$ cat src/rtl/mips_regfile.sv
// Parametrised MIPS GPR file: byte-lane writes, 0-cycle reads, post-reset clear engine, load-pending scoreboard.
// MIPS_REGFILE_BYPASS_EN forwards same-cycle writeback data and masks the wait flags; writes/loads are dropped until ready.
module mips_regfile #(
   parameter  int WIDTH = 32,
   parameter  int DEPTH = 32,
   localparam int AW    = $clog2(DEPTH)
) (
   input  logic                 clock,
   input  logic                 reset_n,
   input  logic [AW-1:0]        rd,
   input  logic [WIDTH/8-1:0]   we,
   input  logic [WIDTH-1:0]     D,
   input  logic                 ld_set,
   input  logic [AW-1:0]        ld_rd,
   input  logic [AW-1:0]        rs,
   input  logic [AW-1:0]        rt,
   output logic [WIDTH-1:0]     S,
   output logic [WIDTH-1:0]     T,
   output logic                 s_wait,
   output logic                 t_wait,
   output logic                 ready
);

   localparam int NL = WIDTH / 8;

   typedef enum logic {CLEAR, RUN} state_e;

   state_e           state_q, state_d;
   logic [AW-1:0]    cnt_q, cnt_d;
   logic [DEPTH-1:0] pend_q, pend_d;
   logic             clr_wr, run_wr, ld_hit, s_byp, t_byp;
   logic [WIDTH-1:0] s_mem, t_mem;

   assign ready  = (state_q == RUN);
   assign clr_wr = (state_q == CLEAR);
   assign run_wr = ready && (|we) && (rd != '0);
   assign ld_hit = ready && ld_set && (ld_rd != '0);

   always_ff @(posedge clock or negedge reset_n) begin
      if (!reset_n) begin
         state_q <= CLEAR;
         cnt_q   <= AW'(1);
         pend_q  <= '0;
      end else begin
         state_q <= state_d;
         cnt_q   <= cnt_d;
         pend_q  <= pend_d;
      end
   end

   always_comb begin
      state_d = state_q;
      cnt_d   = cnt_q;
      if (state_q == CLEAR) begin
         cnt_d = cnt_q + AW'(1);
         if (cnt_q == AW'(DEPTH - 1)) begin
            state_d = RUN;
         end
      end
   end

   // A load issued on the same edge as the writeback to its register wins: it is newer.
   always_comb begin
      pend_d = pend_q;
      if (run_wr) begin
         pend_d[rd] = 1'b0;
      end
      if (ld_hit) begin
         pend_d[ld_rd] = 1'b1;
      end
      pend_d[0] = 1'b0;
   end

   // Register 0 has no storage; its reads are forced to zero below.
   for (genvar l = 0; l < NL; l++) begin : g_lane
      logic [7:0] mem_q [1:DEPTH-1];

      always_ff @(posedge clock) begin
         if (clr_wr) begin
            mem_q[cnt_q] <= '0;
         end else if (run_wr && we[l]) begin
            mem_q[rd] <= D[8*l +: 8];
         end
      end

      assign s_mem[8*l +: 8] = mem_q[rs];
      assign t_mem[8*l +: 8] = mem_q[rt];
   end

   always_comb begin
      s_byp = 1'b0;
      t_byp = 1'b0;
`ifdef MIPS_REGFILE_BYPASS_EN
      s_byp = run_wr && (rs == rd);
      t_byp = run_wr && (rt == rd);
`endif
      S = '0;
      T = '0;
      for (int l = 0; l < NL; l++) begin
         if (ready && (rs != '0)) begin
            S[8*l +: 8] = (s_byp && we[l]) ? D[8*l +: 8] : s_mem[8*l +: 8];
         end
         if (ready && (rt != '0)) begin
            T[8*l +: 8] = (t_byp && we[l]) ? D[8*l +: 8] : t_mem[8*l +: 8];
         end
      end
      s_wait = ready && pend_q[rs] && !s_byp;
      t_wait = ready && pend_q[rt] && !t_byp;
   end

endmodule

$ cat config.mk
export PLATFORM = sky130hd
export DESIGN_NAME = mips_regfile
export DESIGN_NICKNAME = d
export VERILOG_FILES = /design/src/rtl/mips_regfile.sv
export SDC_FILE = /design/constraint.sdc
export NUM_CORES = 2
export LEC_CHECK = 0
export BUFFER_PORTS_ARGS = -buffer_cell sky130_fd_sc_hd__buf_2
export CAP_MARGIN = 20
export CORE_ASPECT_RATIO = 0.8
export CORE_MARGIN = 2
export CORE_UTILIZATION = 57
export DETAILED_ROUTE_END_ITERATION = 8
export PLACE_DENSITY = 0.77
export REMOVE_ABC_BUFFERS = 1
export SYNTH_ARGS = -nofsm -noshare
export SYNTH_HDL_FRONTEND = slang
export SYNTH_SLANG_ARGS = --single-unit
export TNS_END_PERCENT = 5
$ cat constraint.sdc
create_clock -name clock -period 2.7 [get_ports clock]
set_clock_uncertainty 0.05 [all_clocks]
set_input_delay 0.135 -clock clock [delete_from_list [all_inputs] [get_ports clock]]
set_output_delay 0.135 -clock clock [all_outputs]
set_load 0.01 [all_outputs]
# Word-level counts from Yosys, hierarchy flattened
# Memories as Yosys holds them, arrays and structs flattened.
# Index checks and enable logic that the tools add are counted.
classes:
  n_reduce_logical: 23
  n_bitwise: 3
  n_eq_ne: 1
  order_cmp: 6
  mux: 45
  n_addsub: 1
op_table:
  columns: ["cell", "count"]
  rows:
  - ["2-to-1 mux 8 bit", 12]
  - ["2-to-1 mux 32 bit", 2]
  - ["bitwise AND 32 bit", 1]
  - ["inverter 32 bit", 1]
  - ["OR 32 bit", 1]
  - ["OR reduction 8 bit", 4]
  - ["less-than comparator 5 x 6 -> 1 bit (second input constant)", 4]
  - ["2-to-1 mux 1 bit", 23]
  - ["2-to-1 mux 5 bit", 4]
  - ["nonzero test 5 bit", 4]
  - ["logical AND 1 bit", 14]
  - ["binary-select mux 1 bit (select 5 bit)", 2]
  - ["demux 1 bit (select 5 bit)", 2]
  - [">= comparator 5 x 1 -> 1 bit (second input constant)", 2]
  - ["adder 5 x 1 -> 5 bit (second input constant)", 1]
  - ["equality test 5 bit (second input constant)", 1]
  - ["OR reduction 4 bit", 1]
word_totals:
  mem_bits_rw: 992
  reg_bits: 37
  mem_count: 4
  out_inout_bits: 67
mem_list:
  columns: ["memory", "depth", "width", "rd", "rd_ports_with_merged_regs", "write_ports", "line", "source"]
  rows:
  - ["g_lane[0].mem_q", 31, 8, 2, 0, 1, "76", "logic [7:0] mem_q [1:DEPTH-1];"]
  - ["g_lane[1].mem_q", 31, 8, 2, 0, 1, "76", null]
  - ["g_lane[2].mem_q", 31, 8, 2, 0, 1, "76", null]
  - ["g_lane[3].mem_q", 31, 8, 2, 0, 1, "76", null]

# Longest topological paths before layout
depth:
  depth_word: 9
  depth_mapped: 9
  mapped_depth_nobuf: 4

# Least setup slack after synthesis
# No wires, ideal clock.
synth_path:
  path_type: "in2reg"
  from: "input rd[2]"
  to: "memory g_lane[0].mem_q[18][0], enable pin"
  path_stages: 5
  setup_slack_ns: 0.011
  n_path_buf: 1
  t_arrival_ns: 2.244
  path_cell_list: "or3_1 -> buf_6 -> o211ai_4 -> mux2_2 -> nor4_1"
synth_via:
  elab_chain_len: 8
synth_rtl:
  columns: ["element", "line", "source"]
  rows:
  - ["from (decl)", "10", "input logic [AW-1:0] rd,"]
  - ["nonzero test 5 bit", "36", "assign run_wr = ready && (|we) && (rd != '0);"]
  - ["logical AND 1 bit", "36", null]
  - ["logical AND 1 bit", "81", "end else if (run_wr && we[l]) begin"]
  - ["2-to-1 mux 1 bit", "81", null]
  - ["2-to-1 mux 1 bit", "79", "if (clr_wr) begin"]
  - ["2-to-1 mux 1 bit (not written as such)", "82", "mem_q[rd] <= D[8*l +: 8];"]
  - ["OR reduction 8 bit (no line)", null, null]
  - ["2-to-1 mux 5 bit (no line) or 2-to-1 mux 1 bit (tied branches)", null, null]
  - ["to (decl)", "76", null]
# Parallel ways exist; a longest one is shown, timed or not.

# Worst setup path in the final report
layout_path:
  from: "register state_q, in the netlist ready"
  to: "output T[12]"
layout_via:
  elab_chain_len: 2
layout_rtl:
  columns: ["element", "line", "source"]
  rows:
  - ["from (decl)", "28", "state_e state_q, state_d;"]
  - ["from (signal assigned)", "45", "state_q <= state_d;"]
  - ["logical AND 1 bit", "103", "if (ready && (rt != '0)) begin"]
  - ["2-to-1 mux 8 bit", "103", null]
  - ["to (decl)", "18", "output logic [WIDTH-1:0] T,"]
# No other way between the ends.

==> flow_summary.ini <==
[yosys]
ys_types = 64
yosys.area_share.simple_pct = 3.52
synth_edf_count = 992
ys_seq_area_share_pct = 62.1
synth_area_leaders = edfxtp_1 (60%), mux4_2 (21%), mux2i_1 (4.2%)
ys_dominant_reg_cell = edfxtp_1
synthMuxAreaShare_pct = 25.5
synth_warnings = 0
synthAdderAreaFrac_pct = 0.0506
synth_xor_area_share_pct = 0.0531
synth_seq_cells = 1029
syn_area_per_cell_um2 = 18.0
synthTopCellsByCount = edfxtp_1 (992), mux4_2 (462), mux2i_1 (206)
synth_top_family_by_area = multiplexers
synth_top_cell_by_area = edfxtp_1
synth_compound_area_share_pct = 6.60
syn_area_um2 = 49500
yosysMostFrequentCell = edfxtp_1
synth.top_cell.area_share_pct = 60.2
async_flop_share_pct = 3.60
syn_inst = 2755

[timing]
tns_ns = -0.0352
period_needed_ns = 2.73
rsz0062_at_grt = true
fin_ws_ns = -0.0309
fin_crit_sh_pct = 101
timing.fmax_mhz = 366
hold_viol_final = 0
setup_viol = 2
slew_headroom_pct = 27.9
worstMarginPinSlew_ns = 1.08
slew_violations = 0

[global_route]
grt_most_used_layer = met2
antenna_found_initial = 9
overflow = 0
grt_pass1_vias = 31600
grtUsageTotal_pct = 32.0
use_met1_pct = 44.6
grt_max_degree = 53
grtUsageMet2_pct = 49.5
grtUsageMet3_pct = 8.36
grt_pass1_wl_mm = 208

[detailed_routing]
detail-route-antenna-nets = 0
num_vias = 31300
drc = 0
drt_pass1_iterations = 6
viasPerCell = 7.31
avgRoutedWirePerCell_um = 33.2
drt_iter0_markers = 4497
finalWirelength_mm = 142

[floorplan]
core_um2 = 85900
die_w_um = 333
rows = 96
die_area_um2 = 89200
initial_core_util_pct = 57.6
die_h_um = 268
io_pins = 126

[critical_path]
startpoint_type = flip-flop
critPathSlowestCell = dfrtp_2
path_cells = buf_6, nand3_4, buf_6, o22a_1, o21ai_1, buf_2
max_stage_delay_ns = 0.40
cp_max_fo = 18
crit_type = flip-flop to output pin
cp.arrival_ns = 2.55
critPathCaptureType = output pin
crit_top_cell = buf_6
critPathRequiredTime_ns = 2.52

[layout]
multi_input_area_um2 = 18000
syn_to_final_growth_pct = 15.1
ff_latch_area_um2 = 30700
fin_util_pct = 66.3
final_cell_count_no_fill = 4285
num-fill-cells = 5465
drive_gt1_share_pct = 35.4
final_nets = 3137

[place]
gp_congestion = 0.980
post-place-ws_ns = -0.0639
io_buffers = 125
dp_hpwl_mm = 94.1
dp_cells = 4077

[run]
maxCapViolCount = 0

[clock_network]
root_buffer = clkbuf_16
clkLatencyLatePin_ns = 0.69
clk_path_buf_depth = 3
numCtsBuffers = 98
path_clk_slew_ns = 0.08
h-tree-depth = 3
clock-sinks = 1029
cts_tree = yes

[pwr]
p_comb_share_pct = 9.2
switching_share_pct = 23.2
switchingPower_uw = 7880
p_int_uw = 26100
power_frac_seq_pct = 52.1
power_uw = 33900
powerDensity_nw_per_um2 = 596
peakVddDrop_v = 0.000528
p_clk_share_pct = 38.7
p_leak_uw = 0.0204

[status]
status = complete, but fails checks
violations = negative setup slack

[min_path]
hold_path_class = input port to flip-flop
cell families (layout without fill, tap and decap cells):
logic type,Yosys count,count (layout)
DFF,1029,1029
muxes,681,681
AOI/OAI and AO/OA,452,452
and+or+nand+nor,354,354
buffers and inverters,234,634
xor gates and xnor gates,3,3
adders and majority gates,2,2
other,0,3
state kept, by name, summed over array words and instances, names as in the netlist:
name,count
pend_q,31
ready,1
g_lane.mem_q,992
cnt_q,5
per-layer routing:
metal | up-vias | share of wire, %
met5 | - | 0.072
met4 | 14 | 3.7
met3 | 372 | 13
met2 | 2493 | 47
met1 | 16000 | 36
li1 | 12400 | -
power by group through the flow:
| stage | Clock [µW] | Sequential [µW] | Combinational, µW |
|---|---|---|---|
| floorplan | 0 | 18000 | 1410 |
| global placement | 0 | 18000 | 2920 |
| detailed placement | 0 | 18000 | 3000 |
| CTS | 13200 | 17700 | 3050 |
| global route | 13800 | 17700 | 3280 |
| finish | 13100 | 17700 | 3130 |
stage by stage:
stage | hold slack (ns) | area (µm²)
after floorplan | -0.211 | 48400
after global placement | 0.210 | 53400
after detailed placement | 0.223 | 53400
after CTS | 0.00447 | 56600
after global routing | 0.0429 | 57000
final | 0.0529 | 57000
cells in the final DEF, fill, tap and decap left out, types with 13 or more instances in the layout:
| master | netlist | final |
|---|---|---|
| nand2_1 | 21 | 21 |
| nor2_1 | 151 | 143 |
| edfxtp_1 | 992 | 992 |
| dfrtp_1 | 36 | 35 |
| buf_12 | 0 | 44 |
| clkbuf_1 | 105 | 15 |
| buf_4 | 13 | 254 |
| a22o_1 | 64 | 64 |
| dlygate4sd3_1 | 0 | 14 |
| nor3_1 | 60 | 60 |
| and3_1 | 23 | 23 |
| a211oi_1 | 128 | 97 |
| clkinv_1 | 2 | 33 |
| o21ai_0 | 104 | 98 |
| clkbuf_16 | 0 | 100 |
| clkinv_2 | 0 | 21 |
| and2_1 | 20 | 20 |
| mux4_2 | 462 | 462 |
| mux2i_1 | 206 | 205 |
| o22a_1 | 64 | 64 |
| a211oi_2 | 0 | 31 |
| o21ai_1 | 29 | 35 |
| mux2_2 | 13 | 13 |
| buf_2 | 82 | 119 |
cell type report:
| cell class | count | share of cell area (%) |
|---|---|---|
| clock buffers | 115 | 4.49 |
| inverters | 6 | 0.0395 |
| clock inverters | 64 | 0.762 |
| repair buffers | 449 | 6.76 |
| well taps | 1127 | 2.48 |
| diodes | 3 | 0.0132 |
| flip-flops and latches | 1029 | 53.9 |
| multi-input cells | 1492 | 31.5 |
path summary, 6_finish.rpt:
check | from | end | slack (ns) | cells past startpoint
max in group asynchronous | reset_n | ready | 1.84 | 2
min in group asynchronous | reset_n | cnt_q[4] | 0.18 | 2
hold reg to reg | pend_q[24] | pend_q[24] | 0.50 | 2
setup / recovery | ready | T[12] | -0.03 | 6
hold / removal | D[7] | g_lane[0].mem_q[21][7] | 0.05 | 3
setup reg to reg | ready | g_lane[1].mem_q[28][6] | 0.02 | 5
critical path, delay by kind of cell (launching register included):
family / cells / cell delay (ns)
compound gates: 2 / 0.49
buf+inv: 3 / 0.69
flops: 1 / 0.40
simple gates: 1 / 0.26
what timing repair did:
item	4_1_cts	5_1_grt
setup endpoints to repair	118	89
pin swaps	1	1
setup buffers	3	0
gates resized for setup	24	27
hold endpoints to repair	68	14
hold buffers	10	4
Note: power is estimated with default switching activity, not from simulation.
